**src/rtl/otter_crypto_pkg.sv**
```systemverilog
// otter_crypto_pkg: shared constants, FSM state type and Feistel helpers for the ENCRY unit.
package otter_crypto_pkg;

    localparam logic [6:0]  OPC_ENCRY = 7'b1011001;
    localparam logic [15:0] RC_BASE   = 16'h9E37;

    typedef enum logic [1:0] {IDLE, RUN, HOLD} crypto_state_t;

    function automatic logic [15:0] rotl16(input logic [15:0] x, input logic [3:0] n);
        logic [31:0] t;
        t = {x, x} << n;
        return t[31:16];
    endfunction

    function automatic logic [15:0] feistel_f(input logic [15:0] x, input logic [15:0] k);
        return (rotl16(x, 4'd3) ^ k) + x;
    endfunction

    function automatic logic [15:0] round_key(input logic [31:0] k, input logic [1:0] i,
                                              input logic [15:0] base = RC_BASE);
        return k[15:0] ^ rotl16(k[31:16], {i, 2'b00}) ^ (base + {14'd0, i});
    endfunction

endpackage

```
**src/rtl/crypto_feistel_round.sv**
```systemverilog
// crypto_feistel_round: one combinational Feistel round, L' = R, R' = L ^ F(R, k).
module crypto_feistel_round
    import otter_crypto_pkg::*;
(
    input  logic [15:0] l_i,
    input  logic [15:0] r_i,
    input  logic [15:0] k_i,
    output logic [15:0] l_o,
    output logic [15:0] r_o
);

    assign l_o = r_i;
    assign r_o = l_i ^ feistel_f(r_i, k_i);

endmodule

```
**src/rtl/otter_crypto_unit.sv**
```systemverilog
// otter_crypto_unit: 4-round 16/16 Feistel cipher stepped in lockstep with the CU crypto_count.
module otter_crypto_unit #(
    parameter int          ROUNDS  = 4,
    parameter logic [15:0] RC_BASE = otter_crypto_pkg::RC_BASE
) (
    input  logic        CRY_CLK,
    input  logic        CRY_RESET_N,
    input  logic        CRY_FLUSH,
    input  logic        CRY_EN,
    input  logic [1:0]  CRY_COUNT,
    input  logic        CRY_DECRYPT,
    input  logic [31:0] CRY_DATA,
    input  logic [31:0] CRY_KEY,
    output logic [31:0] CRY_RESULT,
    output logic        CRY_DONE,
    output logic        CRY_BUSY,
    output logic        CRY_ERR
);

    import otter_crypto_pkg::*;

    if (ROUNDS != 4) begin : g_rounds_check
        $error("otter_crypto_unit: ROUNDS must be 4 to match the 2-bit CU count");
    end

    crypto_state_t state_q, state_d;
    logic [15:0]   l_q, l_d, r_q, r_d;
    logic [31:0]   hold_q, hold_d, key_q, key_d;
    logic          dir_q, dir_d, err_q, err_d;
    logic [1:0]    rnd_q, rnd_d;
    logic          start, in_run, lock_ok;
    logic [15:0]   rl_in, rr_in, rk_reg, rk_fin, rl_out, rr_out, fl_out, fr_out;

    assign start   = CRY_EN && CRY_COUNT == 2'd0;
    assign in_run  = state_q == RUN;
    assign lock_ok = CRY_EN && CRY_COUNT == rnd_q;

    // Round 0 works on the ports so operands are sampled only in the count-0 cycle.
    assign rl_in  = in_run ? l_q : CRY_DATA[31:16];
    assign rr_in  = in_run ? r_q : CRY_DATA[15:0];
    assign rk_reg = in_run ? round_key(key_q, dir_q ? ~rnd_q : rnd_q, RC_BASE)
                           : round_key(CRY_KEY, CRY_DECRYPT ? 2'd3 : 2'd0, RC_BASE);
    assign rk_fin = round_key(key_q, dir_q ? 2'd0 : 2'd3, RC_BASE);

    crypto_feistel_round u_reg_round (
        .l_i(rl_in), .r_i(rr_in), .k_i(rk_reg), .l_o(rl_out), .r_o(rr_out)
    );

    crypto_feistel_round u_fin_round (
        .l_i(l_q), .r_i(r_q), .k_i(rk_fin), .l_o(fl_out), .r_o(fr_out)
    );

    // Feistel is self-inverse under reversed keys, so both directions share the {R,L} output swap.
    assign CRY_DONE   = in_run && lock_ok && rnd_q == 2'd3 && !CRY_FLUSH;
    assign CRY_RESULT = CRY_DONE ? {fr_out, fl_out} : hold_q;
    assign CRY_BUSY   = in_run;
    assign CRY_ERR    = err_q;

    always_comb begin
        state_d = state_q;
        l_d     = l_q;
        r_d     = r_q;
        hold_d  = hold_q;
        key_d   = key_q;
        dir_d   = dir_q;
        err_d   = err_q;
        rnd_d   = rnd_q;
        if (CRY_FLUSH) begin
            state_d = IDLE;
            rnd_d   = 2'd0;
            hold_d  = 32'd0;
            err_d   = 1'b0;
            l_d     = 16'd0;
            r_d     = 16'd0;
        end else if (in_run) begin
            if (!lock_ok) begin
                state_d = IDLE;
                rnd_d   = 2'd0;
                err_d   = 1'b1;
                l_d     = 16'd0;
                r_d     = 16'd0;
            end else if (rnd_q == 2'd3) begin
                state_d = HOLD;
                rnd_d   = 2'd0;
                hold_d  = {fr_out, fl_out};
            end else begin
                l_d   = rl_out;
                r_d   = rr_out;
                rnd_d = rnd_q + 2'd1;
            end
        end else if (start) begin
            state_d = RUN;
            rnd_d   = 2'd1;
            l_d     = rl_out;
            r_d     = rr_out;
            key_d   = CRY_KEY;
            dir_d   = CRY_DECRYPT;
            err_d   = 1'b0;
        end else if (CRY_EN) begin
            state_d = IDLE;
            err_d   = 1'b1;
        end
    end

    always_ff @(posedge CRY_CLK or negedge CRY_RESET_N) begin
        if (!CRY_RESET_N) begin
            state_q <= IDLE;
            l_q     <= 16'd0;
            r_q     <= 16'd0;
            hold_q  <= 32'd0;
            key_q   <= 32'd0;
            dir_q   <= 1'b0;
            err_q   <= 1'b0;
            rnd_q   <= 2'd0;
        end else begin
            state_q <= state_d;
            l_q     <= l_d;
            r_q     <= r_d;
            hold_q  <= hold_d;
            key_q   <= key_d;
            dir_q   <= dir_d;
            err_q   <= err_d;
            rnd_q   <= rnd_d;
        end
    end

endmodule

```
**config.mk**
```make
export PLATFORM = sky130hd
export DESIGN_NAME = otter_crypto_unit
export DESIGN_NICKNAME = d
export VERILOG_FILES = /design/src/rtl/otter_crypto_pkg.sv /design/src/rtl/crypto_feistel_round.sv /design/src/rtl/otter_crypto_unit.sv
export SDC_FILE = /design/constraint.sdc
export NUM_CORES = 1
export LEC_CHECK = 0
export BUFFER_PORTS_ARGS = -buffer_cell sky130_fd_sc_hd__buf_2
export CELL_PAD_IN_SITES_DETAIL_PLACEMENT = 1
export CELL_PAD_IN_SITES_GLOBAL_PLACEMENT = 1
export CORE_AREA = 2 2 131 133
export CTS_BUF_LIST = sky130_fd_sc_hd__clkbuf_16
export CTS_CLUSTER_DIAMETER = 40
export CTS_CLUSTER_SIZE = 25
export DETAILED_ROUTE_END_ITERATION = 8
export DIE_AREA = 0 0 133 135
export GPL_TIMING_DRIVEN = 0
export PLACE_DENSITY = 0.83
export RECOVER_POWER = 50
export SLEW_MARGIN = 20
export SYNTH_ARGS = -nofsm -noshare
export SYNTH_HDL_FRONTEND = slang
export SYNTH_SLANG_ARGS = --single-unit
```
**constraint.sdc**
```tcl
create_clock -name CRY_CLK -period 8.2 [get_ports CRY_CLK]
set_input_delay 1.64 -clock CRY_CLK [delete_from_list [all_inputs] [get_ports CRY_CLK]]
set_output_delay 1.64 -clock CRY_CLK [all_outputs]
set_load 0.01 [all_outputs]
```
==> results.yml <==
outcome:
  run_status: "complete, but fails checks"
  violations: "capacitance limit, slew limit"
sta:
  fin_setup_tns_ps: 0
  relSlewSlack: -1.49
  final.setup.worst_slack_ps: 2000
  fin_crit_ps: 6200
  grt_setup_unrepaired: "false"
  setup_viol: 0
  tightest_slew_ps: 3730
  hold_ws_ps: 522
  timing.final.crit_share: 0.756
  fmax_mhz: 161
  final-hold-violation-count: 0
  finalMaxSlewViolations: 105
  fin_skew_ps: 9.09
critical_path:
  path_cells: "clkbuf_1 > clkbuf_1"
  crit_buf_inv: 2
  path_max_fanout: 66
  crit_end: "key_q[10]$_DFFE_PN0P_"
  reg2regPathDepth: 15
  crit_slowest_cell: "clkbuf_1"
  crit_path_end_kind: "async pin"
  critPathMaxStageDelay_ps: 2710
  worst_path_most_repeated_cell: "clkbuf_1"
  critPathLaunch: "CRY_RESET_N"
  cp_top_family: "buffers and inverters"
  setup.worst_path.start_class: "input port"
  rrSetupSlack_ps: 3660
  r2r_start: "state_q[1]$_DFFE_PN0P_"
  cp.depth: 2
  cp.arrival_ps: 5810
  required_ps: 7810
  r2r_end: "r_q[15]$_DFFE_PN0P_"
  crit_type: "in -> async"
global_route:
  grt_pass1_wl_um: 39900
  overflow: 0
  grt_use_total: 0.291
  grt_pass1_vias: 7107
  antenna_found_initial: 0
  grt_max_degree: 67
die:
  die_w_um: 133
  core.rowCount: 47
  dieArea_um2: 18000
  dieHeight_um: 135
  coreArea_um2: 16400
  ios: 106
  initial_core_util: 0.477
finish:
  synthToLayoutAreaGrowth_pct: 13.6
  num_antenna_cells: 0
  drive_above_1_share: 0.148
  layoutNonFillerInstCount: 1221
  finalInstanceArea_um2: 8900
  final_cell_mix: "nand2_1, buf_2, dfrtp_1"
  final_common_cell: "nand2_1"
  layout.nets: 1101
clock_tree:
  root_buffer: "clkbuf_16"
  post_cts_buffers: 0
  hold_buffers: 0
  cts_tree: "yes"
  cts_sinks: 102
  htreeDepth: 3
  path_clk_slew_ps: 70
  post_cts_resized: 0
  cts_buffers: 9
  cts_buffer_depth: 2
  clk_latency_ps: 360
placement:
  dp_hpwl_um: 20300
  dp_cells: 1205
  post_dp_cell_area_um2: 8660
  place_ws_ps: 2510
  gp_congestion: 0.930
  portBuffers: 104
synthesis:
  ys_seq_elements: 102
  synth.avg_cell_area_um2: 8.90
  yosysUniqueCellTypes: 52
  syn_area_um2: 7830
  syn_inst: 880
  yosysWarnings: 0
  synth_edf_count: 0
  ys.flop_type: "dfrtp_1"
  synthArstFlopShare: 1.00
  synth-seq-area-share: 0.326
  synth_fp_nets: 985
flow_run:
  cap_violations: 2
drt:
  wirelength_um: 25300
  wl_per_cell_um: 20.7
  drc: 0
  viasPerCell: 5.63
  drt_iter0_markers: 302
  num_vias: 6878
  ant_nets: 0
  first_pass_iters: 5
power_and_ir_drop:
  leakagePower_nw: 4.11
  vdd_ir_drop_max_v: 0.000121
  powerDensity_nw_per_um2: 233
worst_hold_path:
  worst_hold_path_type: "reg -> reg"
  min_path_cells: 2
-- synthesized netlist by cell type, drive strengths merged, types with 14 or more instances --
| cell | n | area (µm²) |
|---|---|---|
| nor2 | 43 | 164 |
| a21oi | 61 | 313 |
| ha | 32 | 400 |
| inv | 35 | 131 |
| buf | 21 | 129 |
| a211oi | 14 | 105 |
| dfrtp | 102 | 2550 |
| clkbuf | 19 | 71.3 |
| o21ai | 76 | 380 |
| mux2i | 79 | 791 |
| mux2 | 32 | 360 |
| xor2 | 43 | 403 |
| xnor2 | 101 | 885 |
| nand2 | 154 | 578 |
-- through the flow --
step,util,power (mW)
3_5_place_dp,0.528,1.65
3_3_place_gp,0.526,1.61
5_1_grt,0.542,2.20
2_1_floorplan,-,1.36
4_1_cts,0.545,2.07
6_report,0.542,2.07
-- state kept, by name, indices dropped and copies added (netlist names) --
signal   cells
state_q      2
hold_q      32
rnd_q        2
dir_q        1
l_q         16
r_q         16
key_q       32
CRY_ERR      1
-- how the worst min path moves through the flow --
| stage | startpoint | endpoint | slack [ps] |
|---|---|---|---|
| floorplan | l_q[15]$_DFFE_PN0P_ | l_q[15]$_DFFE_PN0P_ | 470 |
| global placement | l_q[15]$_DFFE_PN0P_ | l_q[15]$_DFFE_PN0P_ | 490 |
| detailed placement | l_q[15]$_DFFE_PN0P_ | l_q[15]$_DFFE_PN0P_ | 500 |
| CTS | l_q[15]$_DFFE_PN0P_ | l_q[15]$_DFFE_PN0P_ | 520 |
| global route | hold_q[5]$_DFFE_PN0P_ | hold_q[5]$_DFFE_PN0P_ | 550 |
| finish | l_q[15]$_DFFE_PN0P_ | l_q[15]$_DFFE_PN0P_ | 520 |
-- area by class of cell --
| type | instances | area [µm²] |
|---|---|---|
| Buffer | 40 | 199 |
| Inverter | 35 | 131 |
| Clock buffer | 9 | 225 |
| Multi-Input combinational cell | 703 | 4950 |
| Tap cell | 220 | 275 |
| Clock inverter | 7 | 50.0 |
| Fill cell | 2036 | 7510 |
| Timing Repair Buffer | 105 | 519 |
| Sequential cell | 102 | 2550 |
-- per-layer routing --
| layer | vias up | wire length (µm) | track usage |
|---|---|---|---|
| met5 | - | 0 | 0 |
| li1 | 3242 | - | - |
| met1 | 3384 | 11000 | 0.374 |
| met3 | 40 | 1100 | 0.0248 |
| met2 | 212 | 12400 | 0.509 |
| met4 | 0 | 801 | 0.116 |
-- logic make-up after synthesis --
group,synth area share
AND/OR/NAND/NOR,0.115
AO/OA/AOI/OAI,0.138
XOR/XNOR,0.164
multiplexers,0.158
flip-flops,0.326
buffers and inverters,0.0423
adder cells (fa/ha/maj),0.0562
-- where the power goes --
| group | switching, mW | total [mW] | internal, mW |
|---|---|---|---|
| combinational | 0.591 | 1.03 | 0.437 |
| clock | 0.206 | 0.413 | 0.207 |
| sequential | 0.0809 | 0.632 | 0.552 |
(Power assumes the default switching activity.)
